**src/rtl/gg_dma_rd2d.sv**
```systemverilog
// gg_dma_rd2d: register-programmed 2D-buffer DMA reader.
//
// Walks a DRAM buffer one 4 KiB page per AXI4 read burst. The walk starts at the
// page of base and ends at the page of limit. The last burst is trimmed to end on
// the 128-byte chunk that limit points at. Returned read data is passed straight
// through to an AXI stream. m_last marks the final beat of each buffer pass.
//
// Ports:
//   clk, reset           clock, synchronous active-high reset
//   s_ar*/s_r*           AXI-Lite read channel (register reads)
//   s_aw*/s_w*/s_b*      AXI-Lite write channels (register writes)
//   m_ar*                AXI4 read address channel (4K-aligned bursts)
//   m_r*                 AXI4 read data channel
//   m_valid/m_ready      output stream handshake
//   m_data/m_last        output stream payload and end-of-pass marker
//
// Register map (byte addresses):
//   0x00 control  {28'h0, err, done, cont, go}; a write clears err
//   0x08/0x0C     base  [31:0]/[63:32]
//   0x10/0x14     limit [31:0]/[63:32] (inclusive, last 128-byte chunk)
//   0x18/0x1C     current burst address (read only)
//   other         reads 32'hdead_beef, writes ignored
module gg_dma_rd2d #(
  parameter int unsigned MAX_OUTST = 4,
  parameter int unsigned ADDR_W    = 40
) (
  input  logic                clk,
  input  logic                reset,
  // AXI-Lite read
  input  logic                s_arvalid,
  output logic                s_arready,
  input  logic [7:0]          s_araddr,
  output logic                s_rvalid,
  input  logic                s_rready,
  output logic [31:0]         s_rdata,
  output logic [1:0]          s_rresp,
  // AXI-Lite write
  input  logic                s_awvalid,
  output logic                s_awready,
  input  logic [7:0]          s_awaddr,
  input  logic                s_wvalid,
  output logic                s_wready,
  input  logic [31:0]         s_wdata,
  output logic                s_bvalid,
  input  logic                s_bready,
  output logic [1:0]          s_bresp,
  // AXI4 read address
  output logic                m_arvalid,
  input  logic                m_arready,
  output logic [ADDR_W-1:0]   m_araddr,
  output logic [7:0]          m_arlen,
  output logic [2:0]          m_arsize,
  output logic [3:0]          m_arcache,
  // AXI4 read data
  input  logic                m_rvalid,
  output logic                m_rready,
  input  logic [127:0]        m_rdata,
  input  logic [1:0]          m_rresp,
  input  logic                m_rlast,
  // Output stream
  output logic                m_valid,
  input  logic                m_ready,
  output logic [127:0]        m_data,
  output logic                m_last
);

  localparam int unsigned     PtrW     = (MAX_OUTST > 1) ? $clog2(MAX_OUTST) : 1;
  localparam logic [3:0]      MaxOutst = 4'(MAX_OUTST);
  localparam logic [PtrW-1:0] PtrMax   = PtrW'(MAX_OUTST - 1);
  localparam int unsigned     PageW    = ADDR_W - 12;

  typedef enum logic [1:0] {AIdle, AStart, AValid, ADrain} a_state_e;
  typedef enum logic [0:0] {RIdle, RData}                  r_state_e;
  typedef enum logic [1:0] {WIdle, WWrite, WResp}          w_state_e;

  a_state_e a_state_q, a_state_d;
  r_state_e r_state_q, r_state_d;
  w_state_e w_state_q, w_state_d;

  // Control / status registers
  logic        go_q, go_dly_q, cont_q, err_q;
  logic [63:0] base_q, limit_q;
  logic [7:0]  rd_addr_q;

  // Burst walker state
  logic [ADDR_W-1:0] curr_addr_q;
  logic [7:0]        curr_len_q;
  logic [3:0]        outst_q;

  // One bit per outstanding burst: set when that burst ends its pass
  logic [MAX_OUTST-1:0] last_fifo_q;
  logic [PtrW-1:0]      wr_ptr_q, rd_ptr_q;

  logic             wr_en, go_rise, ar_hs, r_hs, r_last_hs, rd_err, done;
  logic             at_limit;
  logic [PageW-1:0] curr_page, next_page, base_page, lim_page;
  logic [7:0]       last_len;
  logic [31:0]      rd_mux;
  logic [63:0]      curr_addr_ext;

  function automatic logic [PtrW-1:0] ptr_inc(input logic [PtrW-1:0] p);
    return (p == PtrMax) ? '0 : p + 1'b1;
  endfunction

  // ---------------------------------------------------------------------------
  // Shared decode
  // ---------------------------------------------------------------------------
  assign wr_en     = (w_state_q == WWrite);
  assign go_rise   = go_q & ~go_dly_q;
  assign ar_hs     = m_arvalid & m_arready;
  assign r_hs      = m_rvalid & m_ready;
  assign r_last_hs = r_hs & m_rlast;
  assign rd_err    = r_hs & (m_rresp != 2'b00);

  assign curr_page = curr_addr_q[ADDR_W-1:12];
  assign next_page = curr_page + PageW'(1);
  assign base_page = base_q[ADDR_W-1:12];
  assign lim_page  = limit_q[ADDR_W-1:12];
  assign at_limit  = (curr_page == lim_page);
  // Beats-1 of the trimmed final burst: 8 beats per 128-byte chunk
  assign last_len  = {limit_q[11:7], 3'b111};

  // ---------------------------------------------------------------------------
  // Data path: combinational pass-through
  // ---------------------------------------------------------------------------
  assign m_valid  = m_rvalid;
  assign m_rready = m_ready;
  assign m_data   = m_rdata;
  assign m_last   = m_rlast & last_fifo_q[rd_ptr_q];

  // ---------------------------------------------------------------------------
  // Register file
  // ---------------------------------------------------------------------------
  always_ff @(posedge clk) begin
    if (reset) begin
      go_q     <= 1'b0;
      go_dly_q <= 1'b0;
      cont_q   <= 1'b0;
      err_q    <= 1'b0;
      base_q   <= '0;
      limit_q  <= '0;
    end else begin
      go_dly_q <= go_q;
      if (wr_en) begin
        case (s_awaddr)
          8'h00: begin
            go_q   <= s_wdata[0];
            cont_q <= s_wdata[1];
          end
          8'h08:   base_q[31:0]   <= s_wdata;
          8'h0C:   base_q[63:32]  <= s_wdata;
          8'h10:   limit_q[31:0]  <= s_wdata;
          8'h14:   limit_q[63:32] <= s_wdata;
          default: ;
        endcase
      end
      // A bad response in the same cycle as a clear still leaves err set
      if (rd_err) begin
        err_q <= 1'b1;
      end else if (wr_en && (s_awaddr == 8'h00)) begin
        err_q <= 1'b0;
      end
    end
  end

  // ---------------------------------------------------------------------------
  // AXI-Lite read FSM
  // ---------------------------------------------------------------------------
  always_ff @(posedge clk) begin
    if (reset) begin
      r_state_q <= RIdle;
      rd_addr_q <= '0;
    end else begin
      r_state_q <= r_state_d;
      if ((r_state_q == RIdle) && s_arvalid) begin
        rd_addr_q <= s_araddr;
      end
    end
  end

  always_comb begin
    r_state_d = r_state_q;
    unique case (r_state_q)
      RIdle:   if (s_arvalid) r_state_d = RData;
      RData:   if (s_rready)  r_state_d = RIdle;
      default: r_state_d = RIdle;
    endcase
  end

  assign curr_addr_ext = 64'(curr_addr_q);

  always_comb begin
    rd_mux = 32'hdead_beef;
    case (rd_addr_q)
      8'h00:   rd_mux = {28'h0, err_q, done, cont_q, go_q};
      8'h08:   rd_mux = base_q[31:0];
      8'h0C:   rd_mux = base_q[63:32];
      8'h10:   rd_mux = limit_q[31:0];
      8'h14:   rd_mux = limit_q[63:32];
      8'h18:   rd_mux = curr_addr_ext[31:0];
      8'h1C:   rd_mux = curr_addr_ext[63:32];
      default: rd_mux = 32'hdead_beef;
    endcase
  end

  assign s_arready = (r_state_q == RIdle);
  assign s_rvalid  = (r_state_q == RData);
  assign s_rdata   = rd_mux;
  assign s_rresp   = 2'b00;

  // ---------------------------------------------------------------------------
  // AXI-Lite write FSM
  // ---------------------------------------------------------------------------
  always_ff @(posedge clk) begin
    if (reset) begin
      w_state_q <= WIdle;
    end else begin
      w_state_q <= w_state_d;
    end
  end

  always_comb begin
    w_state_d = w_state_q;
    unique case (w_state_q)
      WIdle:   if (s_awvalid && s_wvalid) w_state_d = WWrite;
      WWrite:  w_state_d = WResp;
      WResp:   if (s_bready) w_state_d = WIdle;
      default: w_state_d = WIdle;
    endcase
  end

  // Address and data stay valid through WWrite, so the register write uses them directly
  assign s_awready = (w_state_q == WWrite);
  assign s_wready  = (w_state_q == WWrite);
  assign s_bvalid  = (w_state_q == WResp);
  assign s_bresp   = 2'b00;

  // ---------------------------------------------------------------------------
  // Burst address FSM
  // ---------------------------------------------------------------------------
  always_ff @(posedge clk) begin
    if (reset) begin
      a_state_q <= AIdle;
    end else begin
      a_state_q <= a_state_d;
    end
  end

  always_comb begin
    a_state_d = a_state_q;
    unique case (a_state_q)
      AIdle:   if (go_rise) a_state_d = AStart;
      AStart:  a_state_d = AValid;
      AValid:  if (ar_hs && at_limit) a_state_d = cont_q ? AStart : ADrain;
      ADrain:  if (outst_q == 4'd0) a_state_d = AIdle;
      default: a_state_d = AIdle;
    endcase
  end

  always_comb begin
    m_arvalid = (a_state_q == AValid) && (outst_q < MaxOutst);
    done      = (a_state_q == AIdle) && (outst_q == 4'd0);
  end

  assign m_araddr  = curr_addr_q;
  assign m_arlen   = curr_len_q;
  assign m_arsize  = 3'b100;
  assign m_arcache = 4'b0000;

  always_ff @(posedge clk) begin
    if (reset) begin
      curr_addr_q <= '0;
      curr_len_q  <= '0;
    end else if (a_state_q == AStart) begin
      curr_addr_q <= {base_q[ADDR_W-1:12], 12'h000};
      // A buffer that fits in one page gets a trimmed first burst
      curr_len_q  <= (base_page == lim_page) ? last_len : 8'hFF;
    end else if (ar_hs && !at_limit) begin
      curr_addr_q <= curr_addr_q + ADDR_W'(4096);
      curr_len_q  <= (next_page == lim_page) ? last_len : 8'hFF;
    end
  end

  // Outstanding bursts: issued on AR, retired on the final accepted R beat
  always_ff @(posedge clk) begin
    if (reset) begin
      outst_q <= '0;
    end else begin
      case ({ar_hs, r_last_hs})
        2'b10:   outst_q <= outst_q + 4'd1;
        2'b01:   if (outst_q != 4'd0) outst_q <= outst_q - 4'd1;
        default: ;
      endcase
    end
  end

  // End-of-pass flags follow bursts in issue order; AXI returns bursts of one ID in order
  always_ff @(posedge clk) begin
    if (reset) begin
      last_fifo_q <= '0;
      wr_ptr_q    <= '0;
      rd_ptr_q    <= '0;
    end else begin
      if (ar_hs) begin
        last_fifo_q[wr_ptr_q] <= at_limit;
        wr_ptr_q              <= ptr_inc(wr_ptr_q);
      end
      if (r_last_hs) begin
        rd_ptr_q <= ptr_inc(rd_ptr_q);
      end
    end
  end

endmodule

```
**config.mk**
```make
export PLATFORM = sky130hd
export DESIGN_NAME = gg_dma_rd2d
export DESIGN_NICKNAME = d
export VERILOG_FILES = /design/src/rtl/gg_dma_rd2d.sv
export SDC_FILE = /design/constraint.sdc
export NUM_CORES = 1
export LEC_CHECK = 0
export CELL_PAD_IN_SITES_DETAIL_PLACEMENT = 1
export CELL_PAD_IN_SITES_GLOBAL_PLACEMENT = 1
export CORE_MARGIN = 1
export CORE_UTILIZATION = 29
export DETAILED_ROUTE_END_ITERATION = 16
export PLACE_DENSITY = 0.76
export SLEW_MARGIN = 10
export SYNTH_ARGS = -nofsm -noshare
export SYNTH_HDL_FRONTEND = slang
export SYNTH_SLANG_ARGS = --single-unit
```
**constraint.sdc**
```tcl
create_clock -name clk -period 2.35 [get_ports clk]
set_clock_uncertainty 0.15 [all_clocks]
set_input_delay 0.3525 -clock clk [delete_from_list [all_inputs] [get_ports clk]]
set_output_delay 0.3525 -clock clk [all_outputs]
set_load 0.02 [all_outputs]
```
==> flow_metrics.py <==
metrics = {
    "floorplan": {
        "die_h_um": 198,
        "initial_core_util_pct": 29.6,
        "coreArea_um2": 37800,
        "ioPinCount": 417,
        "die_w_um": 198,
        "die_area_um2": 39300,
        "fp-row-count": 71,
    },
    "logic_synthesis": {
        "synthCells": 1485,
        "yosys_warnings": 0,
        "async_flop_share_pct": 0,
        "synth_edf_count": 0,
        "ys_types": 64,
        "synth_ff_type": "dfxtp_1",
        "syn_avg_cell_area_um2": 7.51,
        "yosysSeqAreaShare_pct": 34.3,
        "synth_area_um2": 11200,
        "synth_seq_cells": 191,
    },
    "finish": {
        "num-fill-cells": 4348,
        "areaGrowthSynthToFinish_pct": 40.7,
        "final_common_cell": "nand2_1",
        "drive_gt1_share_pct": 30.6,
        "finalNetCount": 1856,
        "utilization_pct": 41.6,
        "instances_no_fill": 2183,
        "layout_common_cells": "nand2_1 (332), buf_4 (213), a21oi_1 (163), dfxtp_1 (163), clkdlybuf4s50_1 (101)",
    },
    "place": {
        "routabilityCongestion": 0.917,
        "hpwl_mm": 32.8,
        "placed_cells": 2109,
        "io_buffers": 137,
    },
    "min_path": {
        "hold_path_end": "m_arlen[2]",
        "hp-class": "in2reg",
        "worstHoldStart": "reset",
        "holdPathStages": 2,
    },
    "global_routing": {
        "grt_overflow": 0,
        "busiest_layer": "met2",
        "use_met3_pct": 5.79,
        "grt_max_degree": 74,
        "grt_pass1_wl_mm": 74.3,
        "grt_pass1_vias": 12200,
        "met1_usage_pct": 30.7,
        "gr-usage-met2_pct": 40.7,
        "antenna_found_initial": 1,
        "grt_usage_pct": 25.3,
    },
    "timing": {
        "final_max_slew_viol_count": 0,
        "finalCriticalPeriod_ns": 3.27,
        "finalCritPeriodShare_pct": 139,
        "slew-limit-headroom_pct": 49.7,
        "hold_viol_final": 0,
        "fin_tns_setup_ns": -44.93,
        "setup_viol": 74,
        "worst_slew_pin_slew_ns": 0.749,
        "clock.fmax_mhz": 306,
        "rsz0062_at_grt": "yes",
        "setup_ws_ns": -0.919,
    },
    "routing": {
        "routedWlPerCell_um": 25.5,
        "vias": 12300,
        "drt_first_pass_iters": 5,
        "drt.antenna.violating_nets": 0,
        "drc": 0,
        "wl_mm": 55.7,
        "viasPerCell": 5.63,
        "drt_iter0_drc": 1072,
    },
    "worst_setup_path": {
        "end_kind": "output port",
        "cp_common_cell": "buf_6",
        "path_max_fanout": 8,
        "startpoint_type": "flip-flop",
        "path_cells": "or4_4 -> nor2_4 -> buf_6 -> nand2_4 -> nor3b_4 -> buf_6 -> buf_12 -> a21oi_2 -> nand4_1 -> buf_6",
        "crit_slowest_cell": "or4_4",
        "timing.rr.start": "m_araddr[22]",
        "r2r_end": "m_araddr[23]",
        "worst_ep_arrival_time_ns": 2.77,
        "rrSetupSlack_ns": -0.70,
        "cpPeakStageDelay_ns": 0.55,
        "reg2reg_depth": 9,
        "path_class": "reg2out",
        "required_ns": 1.85,
    },
    "power": {
        "leakagePower_nw": 5.91,
        "cellPowerDensity_nw_per_um2": 568,
        "vdd_drop_max_uv": 596,
    },
    "clock_network": {
        "cts_buffer_depth": 2,
        "clock_latency_ns": 0.47,
        "postCtsHoldBufs": 0,
        "numCtsBuffers": 17,
        "clk_pin_slew_ns": 0.07,
        "cts_tree": "built",
        "cts_max_level": 4,
        "clock-sinks": 191,
        "cts-root-buf": "clkbuf_16",
    },
    "outcome": {
        "violations": "negative setup slack",
        "status": "finished, violations left",
    },
    "job": {
        "drv_cap": 0,
    },
}
[timing repair]
action,CTS,global route
pin swaps,101,57
cloned,5,0
resized for setup,305,111
setup endpoints to repair,71,75
setup buffers,30,17
[cell type report]
| cell class | count | area [µm²] | area share, % |
|---|---|---|---|
| clock inverter | 15 | 131 | 0.837 |
| sequential | 191 | 3890 | 24.8 |
| multi-input combinational | 1045 | 6790 | 43.3 |
| inverter | 8 | 30.0 | 0.191 |
| timing repair buffer | 395 | 3780 | 24.1 |
| antenna | 1 | 2.50 | 0.0159 |
| clock buffer | 17 | 425 | 2.71 |
| tap | 511 | 639 | 4.07 |
[worst max path at each step]
stage	startpoint	end	slack [ns]	cells past startpoint
final	rd_addr_q[6]	s_rdata[30]	-0.92	10
after global routing	rd_addr_q[6]	s_rdata[30]	-0.95	10
after CTS	rd_addr_q[7]	s_rdata[19]	-0.76	9
after detailed placement	rd_addr_q[1]	s_rdata[17]	-0.77	8
after global placement	rd_addr_q[1]	s_rdata[14]	-0.69	9
after floorplan	rd_addr_q[1]	s_rdata[13]	-0.14	9
[report_power, final]
part | total (mW) | switching, mW | leakage, nW | internal [mW]
combinational | 2.54 | 1.40 | 4.08 | 1.14
clock | 2.93 | 1.54 | 0.272 | 1.39
sequential | 3.45 | 0.124 | 1.56 | 3.32
[kinds of logic after synthesis]
| group | Yosys count | synth area share [%] |
|---|---|---|
| multiplexers | 42 | 3.95 |
| flip-flops | 191 | 34.3 |
| AO/OA/AOI/OAI | 266 | 14.2 |
| AND/OR/NAND/NOR | 606 | 24.1 |
| buffers and inverters | 270 | 14.6 |
| other | 2 | 0.0673 |
| XOR/XNOR | 99 | 7.77 |
| adder cells (fa/ha/maj) | 9 | 1.08 |
[synthesized netlist by cell type (11+ instances only)]
cell        n  share of area, %
dfxtp_1   191                34
a211oi_1   25               1.7
nand4_1    39               2.2
a221o_1    11              0.99
nor4_1     11              0.62
buf_4     156                10
nand3_1    21              0.94
xnor2_1    49               3.8
o21ai_0    17              0.76
clkbuf_1   81               2.7
buf_2      20              0.90
xor2_1     50               3.9
nor2_1    101               3.4
nor3_1     25               1.1
mux2i_1    35               3.1
nand2_1   356                12
a21oi_1   172               7.7
[stage by stage]
step / setup WS [ns] / total power [mW] / hold WS [ns] / instance area [µm²]
final: -0.919 / 8.91 / 0.238 / 15700
after global routing: -0.952 / 9.12 / 0.264 / 15700
after CTS: -0.756 / 8.56 / 0.219 / 15200
after detailed placement: -0.767 / 5.57 / 0.279 / 13800
after global placement: -0.693 / 5.52 / 0.260 / 13800
after floorplan: -0.140 / 4.87 / 0.252 / 11600
[critical path, delay by kind of cell (launching register included)]
kind	cells	cell delay, ns
AO/OA/AOI/OAI	1	0.08
buffers and inverters	4	0.60
flip-flops	1	0.32
AND/OR/NAND/NOR	5	1.27
[flip-flops by register name, indices dropped and copies added (netlist names)]
| name | count |
|---|---|
| go_dly_q | 1 |
| m_araddr | 28 |
| s_rvalid | 1 |
| go_q | 1 |
| outst_q | 4 |
| w_state_q | 2 |
| m_arlen | 6 |
| base_q | 64 |
| wr_ptr_q | 2 |
| err_q | 1 |
| rd_ptr_q | 2 |
| cont_q | 1 |
| rd_addr_q | 8 |
| a_state_q | 2 |
| limit_q | 64 |
| last_fifo_q | 4 |
[per-layer routing]
metal	part of all wire, %	wire length, µm
met1	37	20700
met2	46	25700
met3	9.7	5400
met4	6.9	3850
met5	0	0
Power figures use the tool's default switching activity.
